==> config.mk <==
export PLATFORM = sky130hd
export DESIGN_NAME = if_id_queue_flat
export DESIGN_NICKNAME = d
export VERILOG_FILES = /design/src/rtl/if_id_queue_if.sv /design/src/rtl/if_id_queue.sv /design/src/flat_wrapper.sv
export SDC_FILE = /design/constraint.sdc
export NUM_CORES = 1
export LEC_CHECK = 0
export ABC_AREA = 1
export CORE_UTILIZATION = 40
export DETAILED_ROUTE_END_ITERATION = 7
export PLACE_DENSITY = 0.72
export SETUP_SLACK_MARGIN = 0.5
export SLEW_MARGIN = 20
export SYNTH_ARGS = -nofsm -noshare
export SYNTH_HDL_FRONTEND = slang
export SYNTH_SLANG_ARGS = --single-unit
==> constraint.sdc <==
create_clock -name clk -period 8.3 [get_ports clk]
set_input_delay 1.245 -clock clk [delete_from_list [all_inputs] [get_ports clk]]
set_output_delay 1.245 -clock clk [all_outputs]
set_load 0.03 [all_outputs]
==> src/rtl/if_id_queue_if.sv <==
// Fetcher/Decoder handshake bundle for the IF/ID instruction queue.
// master drives the fetch side and decode-side ready; slave is the queue itself.
interface if_id_queue_if #(
    parameter int INST_WIDTH = 32,
    parameter int PC_WIDTH   = 32,
    parameter int DEPTH      = 4
);
    logic                         flush;
    logic                         in_valid;
    logic                         in_ready;
    logic [INST_WIDTH-1:0]        in_inst;
    logic [PC_WIDTH-1:0]          in_pc;
    logic                         out_valid;
    logic                         out_ready;
    logic [INST_WIDTH-1:0]        out_inst;
    logic [PC_WIDTH-1:0]          out_pc;
    logic [$clog2(DEPTH+1)-1:0]   count;

    modport master (
        output flush, in_valid, in_inst, in_pc, out_ready,
        input  in_ready, out_valid, out_inst, out_pc, count
    );

    modport slave (
        input  flush, in_valid, in_inst, in_pc, out_ready,
        output in_ready, out_valid, out_inst, out_pc, count
    );
endinterface

==> src/rtl/if_id_queue.sv <==
// DEPTH-entry FIFO of {pc, inst} between Fetcher and Decoder; one-cycle push-to-head latency, no bypass.
// in_ready depends only on occupancy (never on out_ready); flush empties it on the next edge.
module if_id_queue #(
    parameter int INST_WIDTH = 32,
    parameter int PC_WIDTH   = 32,
    parameter int DEPTH      = 4
) (
    input  logic                clk,
    input  logic                rst,
    if_id_queue_if.slave        bus
);
    localparam int PW = $clog2(DEPTH);
    localparam int CW = $clog2(DEPTH + 1);
    localparam int EW = PC_WIDTH + INST_WIDTH;

    logic [EW-1:0] mem [DEPTH];
    logic [PW-1:0] wr_ptr;
    logic [PW-1:0] rd_ptr;
    logic [CW-1:0] occ;
    logic          push;
    logic          pop;
    logic          full;
    logic          empty;
    logic [EW-1:0] head;

    assign full  = (occ == CW'(DEPTH));
    assign empty = (occ == '0);
    assign push  = bus.in_valid && !full && !bus.flush;
    assign pop   = bus.out_ready && !empty && !bus.flush;
    assign head  = mem[rd_ptr];

    assign bus.in_ready  = !full;
    assign bus.out_valid = !empty;
    assign bus.out_inst  = empty ? '0 : head[INST_WIDTH-1:0];
    assign bus.out_pc    = empty ? '0 : head[EW-1:INST_WIDTH];
    assign bus.count     = occ;

    // Storage is deliberately unreset; it is masked whenever the queue is empty.
    always_ff @(posedge clk) begin
        if (push) begin
            mem[wr_ptr] <= {bus.in_pc, bus.in_inst};
        end
    end

    always_ff @(posedge clk or posedge rst) begin
        if (rst) begin
            wr_ptr <= '0;
            rd_ptr <= '0;
            occ    <= '0;
        end else if (bus.flush) begin
            wr_ptr <= '0;
            rd_ptr <= '0;
            occ    <= '0;
        end else begin
            if (push) wr_ptr <= wr_ptr + 1'b1;
            if (pop)  rd_ptr <= rd_ptr + 1'b1;
            case ({push, pop})
                2'b10:   occ <= occ + 1'b1;
                2'b01:   occ <= occ - 1'b1;
                default: occ <= occ;
            endcase
        end
    end
endmodule

==> src/flat_wrapper.sv <==
// flat-port wrapper written by rule: the top's interface ports become plain ports
module if_id_queue_flat 
#(
    parameter int INST_WIDTH = 32,
    parameter int PC_WIDTH   = 32,
    parameter int DEPTH      = 4
)
  (clk, rst, bus_flush, bus_in_valid, bus_in_inst, bus_in_pc, bus_out_ready, bus_in_ready, bus_out_valid, bus_out_inst, bus_out_pc, bus_count);
  if_id_queue_if #(.INST_WIDTH(INST_WIDTH), .PC_WIDTH(PC_WIDTH), .DEPTH(DEPTH)) bus_i ();
  input  logic clk;
  input  logic rst;
  input wire logic [$bits(bus_i.flush)-1:0] bus_flush;
  input wire logic [$bits(bus_i.in_valid)-1:0] bus_in_valid;
  input wire logic [$bits(bus_i.in_inst)-1:0] bus_in_inst;
  input wire logic [$bits(bus_i.in_pc)-1:0] bus_in_pc;
  input wire logic [$bits(bus_i.out_ready)-1:0] bus_out_ready;
  output wire logic [$bits(bus_i.in_ready)-1:0] bus_in_ready;
  output wire logic [$bits(bus_i.out_valid)-1:0] bus_out_valid;
  output wire logic [$bits(bus_i.out_inst)-1:0] bus_out_inst;
  output wire logic [$bits(bus_i.out_pc)-1:0] bus_out_pc;
  output wire logic [$bits(bus_i.count)-1:0] bus_count;
  assign bus_i.flush = bus_flush;
  assign bus_i.in_valid = bus_in_valid;
  assign bus_i.in_inst = bus_in_inst;
  assign bus_i.in_pc = bus_in_pc;
  assign bus_i.out_ready = bus_out_ready;
  assign bus_in_ready = bus_i.in_ready;
  assign bus_out_valid = bus_i.out_valid;
  assign bus_out_inst = bus_i.out_inst;
  assign bus_out_pc = bus_i.out_pc;
  assign bus_count = bus_i.count;
  if_id_queue #(.INST_WIDTH(INST_WIDTH), .PC_WIDTH(PC_WIDTH), .DEPTH(DEPTH)) u_core (.clk(clk), .rst(rst), .bus(bus_i));
endmodule
==> impl_metrics.toml, run 1 <==
[sta]
finalCritPeriodShare_pct = 58.9
clock_skew_ns = 0.00821
rsz0062_at_grt = "no"
fin_ws_ns = 3.41
relSlewSlack_pct = 30.8
fin_tns_setup_ns = 0
finalHoldViolCount = 0
worst_pin_slew_ns = 1.04
fmax_ghz = 0.205
drv_slew = 0
setup_violations = 0
finalCriticalPeriod_ns = 4.89
holdWs_ns = 0.601

[placed_design]
dp_hpwl_um = 11600
dp_cells = 1247
detailedPlace.worstSlack_ns = 3.92
placed_area_um2 = 12000
place_congestion = 0.725
io_buffers = 137

[routing]
via_count = 6522
routedWlPerCell_um = 17.0
drtPass1Iterations = 4
first_iter_violations = 456
viasPerCell = 5.02
routed_wirelength_um = 22100
ant_nets = 0
drc = 0

[logic_synthesis]
synth_top_area_share_pct = 74.4
synth_top_area_cell = "edfxtp_1"
synth_common_cells = "nor2_1, edfxtp_1, o21ai_0, a21oi_1, nand2_1"
synth_area_per_cell_um2 = 12.6
synthCells = 819
ys_async_sr_fraction_pct = 2.66
synth_flop_cell = "edfxtp_1"
syn-cell-area_um2 = 10300
synth-edff-count = 256
synth.distinct_cells = 19
yosysMostFrequentCell = "nor2_1"
ys_seq_elements = 263
syn-num-nets = 893
synth-warning-count = 0
synth_area_leaders = "edfxtp_1, nor2_1, o21ai_0"
seq_area_frac_synth_pct = 76.1

[final_layout]
area_growth_pct = 25.3
fin_cells = 1299
drive_gt1_share_pct = 6.81
final_nets = 1021
stdcell_area_um2 = 13000
diodes = 0
fin_util_pct = 51.3

[pwr]
p_leak_nw = 4.37
power_density_nw_per_um2 = 340
vdd.ir_drop.worst_mv = 0.208
power_mw = 4.40

[floorplan]
num_rows = 58
start_util_pct = 40.9
fp.dieW_um = 163
core_um2 = 25300
ioPinCount = 138
die_y_um = 163
dieArea_um2 = 26500

[clocking]
cts_tree = "yes"
clock_sinks = 263
clock_tree.htree_level_count = 1
cts_resized = 0
numCtsBuffers = 28
clock_latency_ns = 0.53
clkTransAtPathRegs_ns = 0.06
cts_root_buf = "clkbuf_16"
clock_path_buffers = 3
hold_buffers = 0
cts_setup_buffers = 0

[run_status]
status = "completed"

[worst_setup_path]
r2r_end = "u_core.mem[3][18]"
reg2reg_from = "u_core.bus.count[1]"
required_ns = 7.05
cpLargestDelayFamily = "buffers and inverters"
slowest_delay_ns = 0.72
critPathKind = "reg2out"
cp_slowest_cell = "clkdlybuf4s50_1"
r2r_slack_ns = 5.84
critPathBufInv = 3
worstPathCellList = "clkinv_2 -> buf_4 -> o21ai_0 -> a21oi_1 -> clkdlybuf4s50_1"
worst_setup_path_end_kind = "output pin"
crit_path_start_kind = "flop"
rr_worst_depth = 7
path_max_fanout = 77
worstPathArrival_ns = 3.64

[global_routing]
grt_util_all_layers_pct = 16.8
grt_max_degree = 79
overflow = 0
grt_antenna_before_repair = 1
grt_first_pass_wirelength_um = 34600
first_global_vias = 6466

[run]
cap_violations = 0

[hold_path]
hold_path_class = "reg2reg"
hold_path_startpoint = "u_core.bus.count[1]"
hold_end = "u_core.bus.count[1]"
min_path_cells = 2
==> placed cells by master (no fill, tap or decap), drive strengths merged <==
cell | synthesis | routed
nor2 | 263 | 263
a21oi | 67 | 67
buf | 36 | 9
nand3 | 2 | 2
bufinv | 0 | 5
a21boi | 1 | 1
dfrtp | 7 | 7
fa | 1 | 1
clkinvlp | 0 | 4
nand2 | 22 | 22
clkinv | 0 | 15
xnor2 | 1 | 1
clkdlybuf4s50 | 0 | 137
inv | 15 | 14
ha | 4 | 4
o21ai | 132 | 132
edfxtp | 256 | 256
clkbuf | 12 | 29
==> layout make-up <==
| cell class | count | area, um2 |
|---|---|---|
| Inverter | 15 | 57.6 |
| Tap cell | 330 | 413 |
| Multi-Input combinational cell | 493 | 2190 |
| Sequential cell | 263 | 7870 |
| Timing Repair Buffer | 146 | 1440 |
| Fill cell | 2168 | 12300 |
| Clock buffer | 29 | 726 |
| Clock inverter | 23 | 256 |
==> cell families (layout without fill, tap and decap cells) <==
kind of cell | count (synthesis) | in the layout | share of synthesized area [%]
xor gates and xnor gates | 1 | 1 | 0.0848
buffers and inverters | 63 | 213 | 3.00
AOI/OAI and AO/OA | 200 | 200 | 9.71
adders and majority gates | 5 | 5 | 0.678
DFF | 263 | 263 | 76.1
and+or+nand+nor | 287 | 287 | 10.4
==> flip-flops by register name, indices dropped and copies added, names as in the netlist <==
name,cells
u_core.rd_ptr,2
u_core.wr_ptr,2
u_core.mem,256
u_core.bus.count,3
==> where the power goes <==
| part | internal (mW) | switching, mW | total [mW] |
|---|---|---|---|
| combinational | 0.529 | 0.982 | 1.51 |
| sequential | 1.54 | 0.0561 | 1.60 |
| clock | 0.791 | 0.499 | 1.29 |
| total | 2.86 | 1.54 | 4.40 |
==> worst max-delay path by stage <==
stage	end	depth (start not counted)	startpoint
6_report	bus_out_inst[15]	5	u_core.rd_ptr[0]
5_1_grt	bus_out_pc[1]	5	u_core.rd_ptr[0]
4_1_cts	bus_out_inst[15]	5	u_core.rd_ptr[0]
3_5_place_dp	bus_out_inst[17]	5	u_core.rd_ptr[0]
3_3_place_gp	bus_out_inst[29]	5	u_core.rd_ptr[0]
2_1_floorplan	u_core.mem[0][0]	4	bus_in_valid
==> layer usage <==
metal / global-route usage (%) / up-vias / wire length, um
li1: - / 3157 / -
met1: 20.7 / 3147 / 9300
met2: 30.1 / 174 / 11200
met3: 3.16 / 42 / 1150
met4: 4.55 / 2 / 471
met5: 0 / - / 13
==> worst min-delay path, cell delays in order (launching register included) <==
cell and delay (ns):
dfrtp_1 0.44, nand2_1 0.07, nand2_1 0.05
Power figures use the tool's default switching activity.
==> run 2: changes to the inputs <==
--- a/config.mk
+++ b/config.mk
@@ -8,7 +8,7 @@
 export ABC_AREA = 1
 export CORE_UTILIZATION = 40
 export DETAILED_ROUTE_END_ITERATION = 7
-export PLACE_DENSITY = 0.72
+export PLACE_DENSITY = 0.74
 export SETUP_SLACK_MARGIN = 0.5
 export SLEW_MARGIN = 20
 export SYNTH_ARGS = -nofsm -noshare
==> constraint.sdc (replaced) <==
create_clock -name clk -period 4.44 [get_ports clk]
set_input_delay 0.666 -clock clk [delete_from_list [all_inputs] [get_ports clk]]
set_output_delay 0.666 -clock clk [all_outputs]
set_load 0.03 [all_outputs]
==> impl_metrics.toml, run 2 (synthesis gave the netlist of run 1 again) <==
[run_status]
status = "completed"

[routing]
routed_wirelength_um = 22600
route.met3.wl_um = 1390
first_iter_violations = 434
drc = 0
routedWlPerCell_um = 17.3
wl_met1_um = 9200
ant_nets = 0
top_layer = "met4"
viasPerCell = 5.05
drtPass1Iterations = 5
met2WireLength_um = 11400
via_count = 6584

[floorplan]
core_um2 = 25300
start_util_pct = 40.9
num_rows = 58
die_y_um = 163
ioPinCount = 138
dieArea_um2 = 26500
fp.dieW_um = 163

[sta]
worst_pin_slew_ns = 0.979
rsz0062_at_grt = "no"
holdWs_ns = 0.380
finalCriticalPeriod_ns = 3.67
fmax_ghz = 0.272
clock_skew_ns = 0.0233
finalCritPeriodShare_pct = 82.7
drv_slew = 0
relSlewSlack_pct = 34.8
finalHoldViolCount = 0
setup_violations = 0

[final_layout]
area_growth_pct = 25.8
largest_register = "u_core.mem"
drive_gt1_share_pct = 6.58
final_cell_mix = "nor2_1, edfxtp_1, clkdlybuf4s50_1"
largest_register_ff_count = 256
final_common_cell = "nor2_1"
final_nets = 1026
fin_util_pct = 51.5

[worst_setup_path]
worstPathCellList = "buf_6 -> nor2_1 -> nor2_1 -> o21ai_0 -> a21oi_1 -> clkdlybuf4s50_1"
cp_slowest_cell = "clkdlybuf4s50_1"
worstPathArrival_ns = 3.01
crit_path_start_kind = "flop"
r2r_slack_ns = 2.03
rr_worst_depth = 7
worst_setup_path_end_kind = "output pin"
cpLargestDelayFamily = "buffers and inverters"
path_max_fanout = 59
required_ns = 3.77
critPathKind = "reg2out"
reg2reg_from = "u_core.bus.count[0]"
slowest_delay_ns = 0.72
crit_top_cell = "nor2_1"
critPathBufInv = 2
r2r_end = "u_core.mem[2][61]"
cp_num_cells = 6

[pwr]
power_density_nw_per_um2 = 633
vdd.ir_drop.worst_mv = 0.389
p_leak_nw = 4.39

[global_routing]
grt_first_pass_wirelength_um = 35300
first_global_vias = 6693
grt_util_all_layers_pct = 17.3
overflow = 0
grt_max_degree = 65
grt_antenna_before_repair = 3

[clocking]
cts_root_buf = "clkbuf_16"
clock_sinks = 263
clock_latency_ns = 0.54
clock_path_buffers = 3
clkTransAtPathRegs_ns = 0.06
numCtsBuffers = 27
clock_tree.htree_level_count = 1
cts_tree = "yes"

[hold_path]
hold_path_class = "in2async"

[placed_design]
place_congestion = 0.755
io_buffers = 137
dp_hpwl_um = 12700

[run]
cap_violations = 0
## run 2: through the flow
| step | std cells | area [um2] | TNS (ns) | power, mW | worst slack, ns |
|---|---|---|---|---|---|
| 6_report | 1304 | 13000 | 0 | 8.23 | 0.766 |
| 5_1_grt | 1304 | 13000 | 0 | 8.62 | 0.576 |
| 4_1_cts | 1302 | 13000 | 0 | 8.31 | 0.600 |
| 3_5_place_dp | 1253 | 12100 | 0 | 5.94 | 1.05 |
| 3_3_place_gp | 1253 | 12100 | 0 | 5.91 | 1.08 |
| 2_1_floorplan | 819 | 10300 | -9.42 | 4.77 | -0.0368 |
## run 2: repair_timing
| item | 4_1_cts | 5_1_grt |
|---|---|---|
| hold endpoints to repair | 0 | 0 |
| hold buffers | 0 | 0 |
| endpoints found under the setup margin | 3 | 18 |
| buffers inserted | 0 | 0 |
| gates resized for setup | 1 | 1 |
## run 2: how the worst max path moves through the flow
stage / start / end / slack, ns
final: u_core.rd_ptr[0] / bus_out_pc[0] / 0.77
after global routing: u_core.rd_ptr[0] / bus_out_pc[2] / 0.58
after CTS: u_core.rd_ptr[0] / bus_out_pc[0] / 0.60
after detailed placement: u_core.rd_ptr[0] / bus_out_pc[19] / 1.05
after global placement: u_core.rd_ptr[0] / bus_out_inst[29] / 1.08
after floorplan: u_core.bus.count[0] / u_core.mem[0][0] / -0.04
## run 2: report_power, final
part           internal, mW  switching (mW)
clock                  1.47           0.893
sequential             2.88          0.0826
combinational          1.03            1.88
## run 2: worst reg2reg max path, delay by kind of cell (launching register included)
family	cells	cell delay, ns
buffers and inverters	2	0.95
AND/OR/NAND/NOR	5	0.59
flip-flops	1	0.44
## run 2: routing by layer
metal  track usage, %  vias to the layer above
met3             3.28                       33
met1             20.9                     3179
met5                0                        -
met2             30.7                      209
li1                 -                     3163
met4             6.12                        0
## run 2: area by class of cell
| type | instances | area, um2 |
|---|---|---|
| tap | 330 | 413 |
| clock buffer | 33 | 698 |
| timing repair buffer | 152 | 1530 |
| antenna | 2 | 5.00 |
| multi-input combinational | 493 | 2190 |
| sequential | 263 | 7870 |
| inverter | 15 | 61.3 |
| fill | 2144 | 12300 |
| clock inverter | 16 | 236 |
